--- src/rtl/sdram_mport_arbiter.sv ---
`default_nettype none
// ============================================================================
// Module      : sdram_mport_arbiter
// Description : N-channel Avalon-MM arbiter in front of a single-port SDRAM
//               controller slave. Round-robin grant, one command in flight on
//               the slave side. Read data is routed back to the issuing
//               channel through an in-order tag FIFO.
// Ports       : clk_clk / reset_reset_n   - clock, async active-low reset
//               m_*                        - NUM_CH packed upstream masters
//               sdram_* (out)              - registered command to controller
//               sdram_readdata/valid/waitrequest (in) - controller responses
//               err_orphan                 - sticky: read data with no owner
// Options     : ARB_FIXED_PRIO_EN - ch0 wins whenever eligible; the other
//               channels round-robin among themselves.
// Revision    : 1.0 - initial release
// ============================================================================
module sdram_mport_arbiter #(
    parameter  int NUM_CH = 4,
    parameter  int ADDR_W = 25,
    parameter  int DATA_W = 16,
    parameter  int MAX_RD = 8,
    localparam int BE_W   = DATA_W / 8
) (
    input  logic                     clk_clk,
    input  logic                     reset_reset_n,
    input  logic [NUM_CH*ADDR_W-1:0] m_address,
    input  logic [NUM_CH*BE_W-1:0]   m_byteenable_n,
    input  logic [NUM_CH-1:0]        m_chipselect,
    input  logic [NUM_CH*DATA_W-1:0] m_writedata,
    input  logic [NUM_CH-1:0]        m_read_n,
    input  logic [NUM_CH-1:0]        m_write_n,
    output logic [DATA_W-1:0]        m_readdata,
    output logic [NUM_CH-1:0]        m_readdatavalid,
    output logic [NUM_CH-1:0]        m_waitrequest,
    output logic [ADDR_W-1:0]        sdram_address,
    output logic [BE_W-1:0]          sdram_byteenable_n,
    output logic                     sdram_chipselect,
    output logic [DATA_W-1:0]        sdram_writedata,
    output logic                     sdram_read_n,
    output logic                     sdram_write_n,
    input  logic [DATA_W-1:0]        sdram_readdata,
    input  logic                     sdram_readdatavalid,
    input  logic                     sdram_waitrequest,
    output logic                     err_orphan
);

    localparam int TAG_W = (NUM_CH > 1) ? $clog2(NUM_CH) : 1;
    localparam int PTR_W = (MAX_RD > 1) ? $clog2(MAX_RD) : 1;
    localparam int CNT_W = $clog2(MAX_RD) + 1;

    localparam logic [CNT_W-1:0] C_MAX_RD   = CNT_W'(MAX_RD);
    localparam logic [TAG_W-1:0] C_LAST_CH  = TAG_W'(NUM_CH - 1);
    localparam logic [PTR_W-1:0] C_LAST_PTR = PTR_W'(MAX_RD - 1);
    localparam logic [TAG_W:0]   C_NUM_CH_X = (TAG_W+1)'(NUM_CH);

    typedef enum logic [0:0] {
        S_IDLE  = 1'b0,
        S_ISSUE = 1'b1
    } state_t;

    state_t             r_state;
    logic [TAG_W-1:0]   r_grant;
    logic [TAG_W-1:0]   r_last_grant;
    logic [ADDR_W-1:0]  r_sdram_address;
    logic [BE_W-1:0]    r_sdram_byteenable_n;
    logic               r_sdram_chipselect;
    logic [DATA_W-1:0]  r_sdram_writedata;
    logic               r_sdram_read_n;
    logic               r_sdram_write_n;

    logic [TAG_W-1:0]   r_tag_mem [MAX_RD];
    logic [PTR_W-1:0]   r_wr_ptr;
    logic [PTR_W-1:0]   r_rd_ptr;
    logic [CNT_W-1:0]   r_count;
    logic               r_err_orphan;

    logic [NUM_CH-1:0]  w_req;
    logic [NUM_CH-1:0]  w_elig;
    logic [NUM_CH-1:0]  w_elig_rr;
    logic               w_found;
    logic [TAG_W-1:0]   w_winner;
    logic [TAG_W:0]     w_idx;
    logic               w_accept;
    logic               w_push;
    logic               w_pop;
    logic [TAG_W-1:0]   w_head;

    // Exactly one strobe low makes a request; a read additionally needs a
    // free tag slot (registered count, so a pop this cycle frees nothing).
    for (genvar gi = 0; gi < NUM_CH; gi++) begin : g_req
        assign w_req[gi]  = m_chipselect[gi] && (!m_read_n[gi] ^ !m_write_n[gi]);
        assign w_elig[gi] = w_req[gi] && (!m_write_n[gi] || (r_count < C_MAX_RD));
    end

    // Round-robin search beginning just after the last accepted channel.
    always_comb begin
        w_elig_rr = w_elig;
`ifdef ARB_FIXED_PRIO_EN
        w_elig_rr[0] = 1'b0;
`endif
        w_found  = 1'b0;
        w_winner = '0;
        w_idx    = '0;
        for (int k = 0; k < NUM_CH; k++) begin
            w_idx = {1'b0, r_last_grant} + (TAG_W+1)'(k) + (TAG_W+1)'(1);
            if (w_idx >= C_NUM_CH_X) begin
                w_idx = w_idx - C_NUM_CH_X;
            end
            if (!w_found && w_elig_rr[w_idx[TAG_W-1:0]]) begin
                w_found  = 1'b1;
                w_winner = w_idx[TAG_W-1:0];
            end
        end
`ifdef ARB_FIXED_PRIO_EN
        if (w_elig[0]) begin
            w_found  = 1'b1;
            w_winner = '0;
        end
`endif
    end

    assign w_accept = (r_state == S_ISSUE) && !sdram_waitrequest;
    assign w_push   = w_accept && !r_sdram_read_n;
    assign w_pop    = sdram_readdatavalid && (r_count != '0);
    assign w_head   = r_tag_mem[r_rd_ptr];

    // Stall release and read-data qualifier are combinational so the master
    // sees them in the same cycle as the controller event.
    for (genvar gi = 0; gi < NUM_CH; gi++) begin : g_chan_out
        assign m_waitrequest[gi]   = !(w_accept && (r_grant == TAG_W'(gi)));
        assign m_readdatavalid[gi] = w_pop && (w_head == TAG_W'(gi));
    end

    assign m_readdata         = sdram_readdata;
    assign sdram_address      = r_sdram_address;
    assign sdram_byteenable_n = r_sdram_byteenable_n;
    assign sdram_chipselect   = r_sdram_chipselect;
    assign sdram_writedata    = r_sdram_writedata;
    assign sdram_read_n       = r_sdram_read_n;
    assign sdram_write_n      = r_sdram_write_n;
    assign err_orphan         = r_err_orphan;

    always_ff @(posedge clk_clk or negedge reset_reset_n) begin
        if (!reset_reset_n) begin
            r_state              <= S_IDLE;
            r_grant              <= '0;
            r_last_grant         <= C_LAST_CH;
            r_sdram_address      <= '0;
            r_sdram_byteenable_n <= '0;
            r_sdram_chipselect   <= 1'b0;
            r_sdram_writedata    <= '0;
            r_sdram_read_n       <= 1'b1;
            r_sdram_write_n      <= 1'b1;
        end else begin
            case (r_state)
                S_IDLE: begin
                    if (w_found) begin
                        r_grant              <= w_winner;
                        r_sdram_address      <= m_address[w_winner*ADDR_W +: ADDR_W];
                        r_sdram_byteenable_n <= m_byteenable_n[w_winner*BE_W +: BE_W];
                        r_sdram_writedata    <= m_writedata[w_winner*DATA_W +: DATA_W];
                        r_sdram_read_n       <= m_read_n[w_winner];
                        r_sdram_write_n      <= m_write_n[w_winner];
                        r_sdram_chipselect   <= 1'b1;
                        r_state              <= S_ISSUE;
                    end
                end
                S_ISSUE: begin
                    if (!sdram_waitrequest) begin
                        r_sdram_chipselect <= 1'b0;
                        r_sdram_read_n     <= 1'b1;
                        r_sdram_write_n    <= 1'b1;
`ifdef ARB_FIXED_PRIO_EN
                        // ch0 sits outside the rotation, so it never moves the pointer.
                        if (r_grant != '0) begin
                            r_last_grant <= r_grant;
                        end
`else
                        r_last_grant <= r_grant;
`endif
                        r_state <= S_IDLE;
                    end
                end
                default: r_state <= S_IDLE;
            endcase
        end
    end

    // In-order tag FIFO. Pop reads the pre-push head; data arriving with the
    // FIFO empty is dropped and flagged, even if a push happens that cycle.
    always_ff @(posedge clk_clk or negedge reset_reset_n) begin
        if (!reset_reset_n) begin
            r_wr_ptr     <= '0;
            r_rd_ptr     <= '0;
            r_count      <= '0;
            r_err_orphan <= 1'b0;
        end else begin
            if (w_push) begin
                r_wr_ptr <= (r_wr_ptr == C_LAST_PTR) ? '0 : r_wr_ptr + 1'b1;
            end
            if (w_pop) begin
                r_rd_ptr <= (r_rd_ptr == C_LAST_PTR) ? '0 : r_rd_ptr + 1'b1;
            end
            r_count <= r_count + CNT_W'(w_push) - CNT_W'(w_pop);
            if (sdram_readdatavalid && (r_count == '0)) begin
                r_err_orphan <= 1'b1;
            end
        end
    end

    always_ff @(posedge clk_clk) begin
        if (w_push) begin
            r_tag_mem[r_wr_ptr] <= r_grant;
        end
    end

endmodule
`default_nettype wire

--- config.mk ---
export PLATFORM = sky130hd
export DESIGN_NAME = sdram_mport_arbiter
export DESIGN_NICKNAME = d
export VERILOG_FILES = /design/src/rtl/sdram_mport_arbiter.sv
export SDC_FILE = /design/constraint.sdc
export NUM_CORES = 1
export LEC_CHECK = 0
export CAP_MARGIN = 0
export CORE_ASPECT_RATIO = 1.1
export CORE_MARGIN = 3
export CORE_UTILIZATION = 30
export CTS_CLUSTER_DIAMETER = 200
export DETAILED_ROUTE_END_ITERATION = 16
export PLACE_DENSITY = 0.76
export SLEW_MARGIN = 10
export SYNTH_ARGS = -nofsm -noshare
export SYNTH_HDL_FRONTEND = slang
export SYNTH_SLANG_ARGS = --single-unit
--- constraint.sdc ---
create_clock -name clk_clk -period 2.2 [get_ports clk_clk]
set_clock_uncertainty 0.05 [all_clocks]
set_input_delay 0.44 -clock clk_clk [delete_from_list [all_inputs] [get_ports clk_clk]]
set_output_delay 0.44 -clock clk_clk [all_outputs]
set_load 0.005 [all_outputs]
Word level (Yosys, flattened, before mapping)
Memories as Yosys holds them, arrays and structs flattened. Cells that the tools add are included.

Divide/modulo/power cells: 0. Shift-type cells: 3. Muxes and demuxes: 39. Equality and inequality tests: 10. Bitwise gates (word level): 6. Reductions and logical operators: 51. $add $sub $neg: 14. $lt $le $gt $ge: 10. Multipliers: 1.

Operators by type and width (count): 100-bit by 8-bit variable part select with 25-bit output (1); 64-bit by 7-bit variable part select with 16-bit output (1); 1-bit logical AND (23); 1-bit 2-to-1 mux (19); 1-bit logical NOT (17); 2-bit 2-to-1 mux (8); 3-bit by 1-bit adder with 3-bit output (second input constant) (5); 2-bit by 3-bit less-than comparator with 1-bit output (second input constant) (5); 1-bit binary-select mux with 2-bit select (6); 3-bit >= comparator (second input constant) (4); 2-bit equality test (second input constant) (4); 1-bit case mux with 2 select lines (4); 8-bit by 4-bit variable part select with 2-bit output (1); 2-bit by 1-bit subtractor with 2-bit output (second input constant) (4); 2-bit by 5-bit multiplier with 7-bit output (second input constant) (1); 2-bit by 2-bit adder with 3-bit output (second input constant) (2); 3-bit equality test (second input constant) (2); 3-bit 2-to-1 mux (2); 2-bit AND reduction (3); 4-bit by 1-bit adder with 4-bit output (1); 2-bit by 1-bit equality test with 1-bit output (second input constant) (2); 2-bit logical NOT (2); 4-bit logical NOT (1); 1-bit logical OR (4); 7 further kinds (12).

Memory bits (writable): 16. Bits in read-only memories: 0. Output and inout port bits: 71. Bits in registers: 62. Latch bits: 0. Memories kept: 1. Word-level logic and storage cells: 148. Input bits: 204.

Memories: r_tag_mem (words 8, width 2, rd ports 1, clocked after memory_dff 0, write ports 1, RTL line 71) `logic [TAG_W-1:0] r_tag_mem [MAX_RD];`.

Longest topological paths before layout
Depth in word-level cells: 20. Mapped depth: 11. Mapped depth without buffers: 11.

Worst setup path after synthesis
Ideal clock, no wire load.

Path kind: reg2reg. Start: reg r_count[3]. End: reg r_count[2]. Cell stages (with the launch flop): 11. Setup time: 123 ps. Period minus slack after synthesis: 2271 ps. Arrival time: 2099 ps. Data required time: 2027 ps. Slack: -71 ps. Path buffers: 0. Path through: dfrtp_1 > inv_1 > ha_1 > nor3b_1 > nand2b_1 > inv_1 > ha_1 > inv_1 > ha_1 > fa_1 > xor2_1.

Longest elaborated chain between the ends: 3.

RTL lines: from (decl) (RTL line 74) `logic [CNT_W-1:0] r_count;`; from (signal assigned) (RTL line 204) `r_count <= r_count + CNT_W'(w_push) - CNT_W'(w_pop);`; 4-bit nonzero test (RTL line 124) `assign w_pop = sdram_readdatavalid && (r_count != '0);`; 1-bit logical AND (RTL line 124); named net w_pop (RTL line 85) `logic w_pop;`; 4-bit by 1-bit subtractor with 4-bit output (RTL line 204).

The timed path passes the listed nets, and every way through them passes these cells. A chain may end at the register's enable or synchronous reset.

Worst setup path in the final report
Start: reg r_rd_ptr[0]. End: out m_readdatavalid[0].

Longest elaborated chain between the ends: 3.

RTL lines: from (decl) (RTL line 73) `logic [PTR_W-1:0] r_rd_ptr;`; from (signal assigned) (RTL line 202) `r_rd_ptr <= (r_rd_ptr == C_LAST_PTR) ? '0 : r_rd_ptr + 1'b1;`; memory read 8 x 2 bit; 2-bit logical NOT (RTL line 131) `assign m_readdatavalid[gi] = w_pop && (w_head == TAG_W'(gi));`; 1-bit logical AND (RTL line 131); to (decl) (RTL line 33) `output logic [NUM_CH-1:0] m_readdatavalid,`.

No other way between the ends.

==> impl_metrics.yaml <==
status:
  status: "finished, violations left"
  violations: "setup timing"
clock_tree:
  cts_tree: "built"
  clkTransAtPathRegs_ps: 60
  clock_sinks: 78
  cts_root_buffer: "clkbuf_16"
  clk_latency_ps: 340
  cts_made_buffers: 9
  clk_path_buf_depth: 2
  ctsHtreeMaxLevel: 3
setup_path:
  arrival_ps: 1950
  critPathTopFamily: "multiplexers"
  critPathSlowestCell: "mux4_2"
  cpPeakStageDelay_ps: 500
  critPathKind: "flip-flop to output port"
  start_kind: "flip-flop"
  crit_required_ps: 1710
  path_cells: "buf_6 > mux4_2 > mux2_4 > nor2_4 > buf_2"
  path_buf_inv: 2
  worstPathMaxFanout: 5
  cp-end-kind: "output port"
synth:
  synth-seq-cells: 78
  yosys_warnings: 0
  syn_avg_cell_area_um2: 11.1
  async_flop_share_pct: 79.5
  syn_area_mm2: 0.00467
  synth_cells: 422
  synth-edff-count: 16
  synth_fp_nets: 636
  synth-main-ff-cell: "dfrtp_1"
  synthDistinctLibCells: 53
  synthTopCellsByArea: "dfrtp_1 31%, mux2i_1 19%, edfxtp_1 10%, o221ai_1 8.1%, nand2_1 5.5%"
  synth_top_area_share_pct: 31.1
  yosysTopAreaCell: "dfrtp_1"
  yosysSeqAreaShare_pct: 43.6
detailed_routing:
  num_vias: 4875
  dr.pass1.iters: 4
  drtAntennaViolNets: 0
  viasPerCell: 5.21
  avgRoutedWirePerCell_um: 21.6
  postRouteWirelength_um: 20300
  drt_iter0_drc: 231
  drc: 0
grt:
  grt.total_usage_pct: 21.9
  grt_pass1_vias: 5330
  overflow: 0
  antenna_found_initial: 0
  grt_max_degree: 63
  grt_pass1_wl_um: 29000
sta:
  slew_headroom_pct: 75.7
  setup_viol_count_final: 51
  worst_slack_ps: -241
  slew_viol_final: 0
  hold_viol_final: 0
  max_freq_ghz: 0.410
  rsz0062_at_grt: "true"
  period_share_pct: 111
  tightestPinTransition_ps: 364
  min_period_ps: 2440
  holdWs_ps: 60.2
layout:
  nets: 949
  num_antenna_cells: 0
  utilization_pct: 63.6
  drive_above_1_share_pct: 37.3
  area_growth_syn_to_layout_pct: 107
pwr:
  p_leak_uw: 0.00391
  power_density_mw_per_mm2: 1120
  power_frac_seq_pct: 24.1
  intPower_uw: 6990
  p_sw_uw: 3780
  clockPowerShare_pct: 14.8
  swShare_pct: 35.1
  ir_drop_v: 0.000563
  power_frac_comb_pct: 61.1
die:
  die-area_mm2: 0.0171
  initial_utilization_pct: 30.8
  die_x_um: 125
  core_mm2: 0.0152
  rows: 47
  die_h_um: 137
  io_pins: 275
hold_path:
  hold_class: "primary input to asynchronous set/reset pin"
place:
  place.port_buffers: 242
  place.gp.congestion: 0.790
  place_hpwl_um: 11600
job:
  cap_viol_max_count: 0
-- worst register-to-register path, delay by kind of cell, from the launching register on --
| family | cells | cell delay (ps) |
|---|---|---|
| buf+inv | 5 | 690 |
| mux | 1 | 230 |
| simple gates | 2 | 480 |
| compound gates | 3 | 450 |
| flops | 1 | 400 |
-- repair_timing --
action,in CTS,in global routing
cloned,16,1
pin swaps,51,40
setup buffers,34,15
hold buffers,0,0
setup endpoints to repair,55,55
resized for setup,161,132
-- logic make-up (layout without fill, tap and decap cells) --
| logic type | after synthesis | count (layout) | synth area share (%) |
|---|---|---|---|
| AOI/OAI and AO/OA | 73 | 73 | 13.3 |
| xor gates and xnor gates | 2 | 2 | 0.375 |
| adders and majority gates | 10 | 10 | 2.84 |
| buffers and inverters | 52 | 370 | 7.43 |
| DFF | 78 | 78 | 43.6 |
| muxes | 95 | 95 | 21.5 |
| and+or+nand+nor | 112 | 112 | 10.9 |
-- synth_stat cells, drive strengths merged, types with 4 or more instances --
| cell | number |
|---|---|
| nand2b | 5 |
| mux4 | 4 |
| ha | 9 |
| buf | 28 |
| dfrtp | 58 |
| mux2i | 89 |
| dfstp | 4 |
| nor3b | 5 |
| nor2 | 12 |
| nand2 | 68 |
| clkbuf | 13 |
| edfxtp | 16 |
| o21ai | 7 |
| inv | 10 |
| o221ai | 43 |
| a21o | 4 |
| nor3 | 10 |
-- sequential cells by signal (all words and copies together), names as in the netlist --
register and cells:
sdram_write_n 1, r_count 4, r_grant 2, r_state 1
r_tag_mem 16, r_last_grant 2, err_orphan 1, r_wr_ptr 3
sdram_chipselect 1, sdram_byteenable_n 2, r_rd_ptr 3, sdram_read_n 1
sdram_address 25, sdram_writedata 16
-- routing by layer --
| layer | track usage (%) | share of wire [%] |
|---|---|---|
| met4 | 5.90 | 1.8 |
| met5 | 0 | 0 |
| met3 | 5.62 | 5.8 |
| met2 | 41.2 | 56 |
| met1 | 24.6 | 36 |
-- worst paths after layout --
| kind | start | to | slack [ps] | depth (start not counted) |
|---|---|---|---|---|
| setup / recovery | r_rd_ptr[0] | m_readdatavalid[0] | -240 | 5 |
| hold / removal | reset_reset_n | err_orphan | 60 | 2 |
| setup reg to reg | r_count[3] | sdram_address[20] | -220 | 11 |
| hold reg to reg | err_orphan | err_orphan | 420 | 1 |
| max in group asynchronous | reset_reset_n | r_grant[1] | 1730 | 2 |
| min in group clk_clk | err_orphan | err_orphan | 420 | 1 |
-- through the flow --
stage | setup slack [ps] | setup TNS (ps) | total power (uW) | cells | cell area, um2
3_3_place_gp | -593 | -27780 | 6580 | 866 | 7490
3_5_place_dp | -694 | -31160 | 6730 | 866 | 7490
2_1_floorplan | 5.88 | 0 | 4630 | 422 | 4680
5_1_grt | -344 | -13140 | 11300 | 936 | 9650
6_report | -241 | -8090 | 10800 | 936 | 9650
4_1_cts | -220 | -7550 | 10000 | 932 | 9110
-- power groups by stage --
stage	clock, uW	combinational [uW]	sequential (uW)
after detailed placement	0	4130	2600
after CTS	1630	5800	2600
after global placement	0	4020	2570
after floorplan	0	2120	2510
after global routing	1700	6950	2660
final	1590	6580	2600
-- area by class of cell --
cell class              instances  area, um2
clock buffers                  10        229
clock inverters                 6       86.3
fillers                      1109       5530
inverters                      11       52.6
multi-input cells             292       3300
flip-flops and latches         78       2040
well taps                     196        245
repair buffers                343       3690
-- layout by cell type (no fill, tap or decap), types with 6 or more instances in the layout --
cell | synthesis | routed
clkdlybuf4s50_1 | 0 | 225
nand2_1 | 68 | 67
dfrtp_1 | 58 | 55
buf_4 | 20 | 46
mux2i_2 | 0 | 33
o221ai_2 | 0 | 33
mux2i_4 | 0 | 30
mux2i_1 | 89 | 26
buf_6 | 0 | 18
edfxtp_1 | 16 | 16
buf_12 | 4 | 14
buf_8 | 0 | 13
o221ai_1 | 43 | 10
clkbuf_16 | 0 | 10
dlygate4sd2_1 | 0 | 10
nor2_1 | 12 | 8
buf_16 | 0 | 8
inv_1 | 10 | 6
nor3_1 | 9 | 6
No activity file was read; power rests on OpenSTA's default activity.
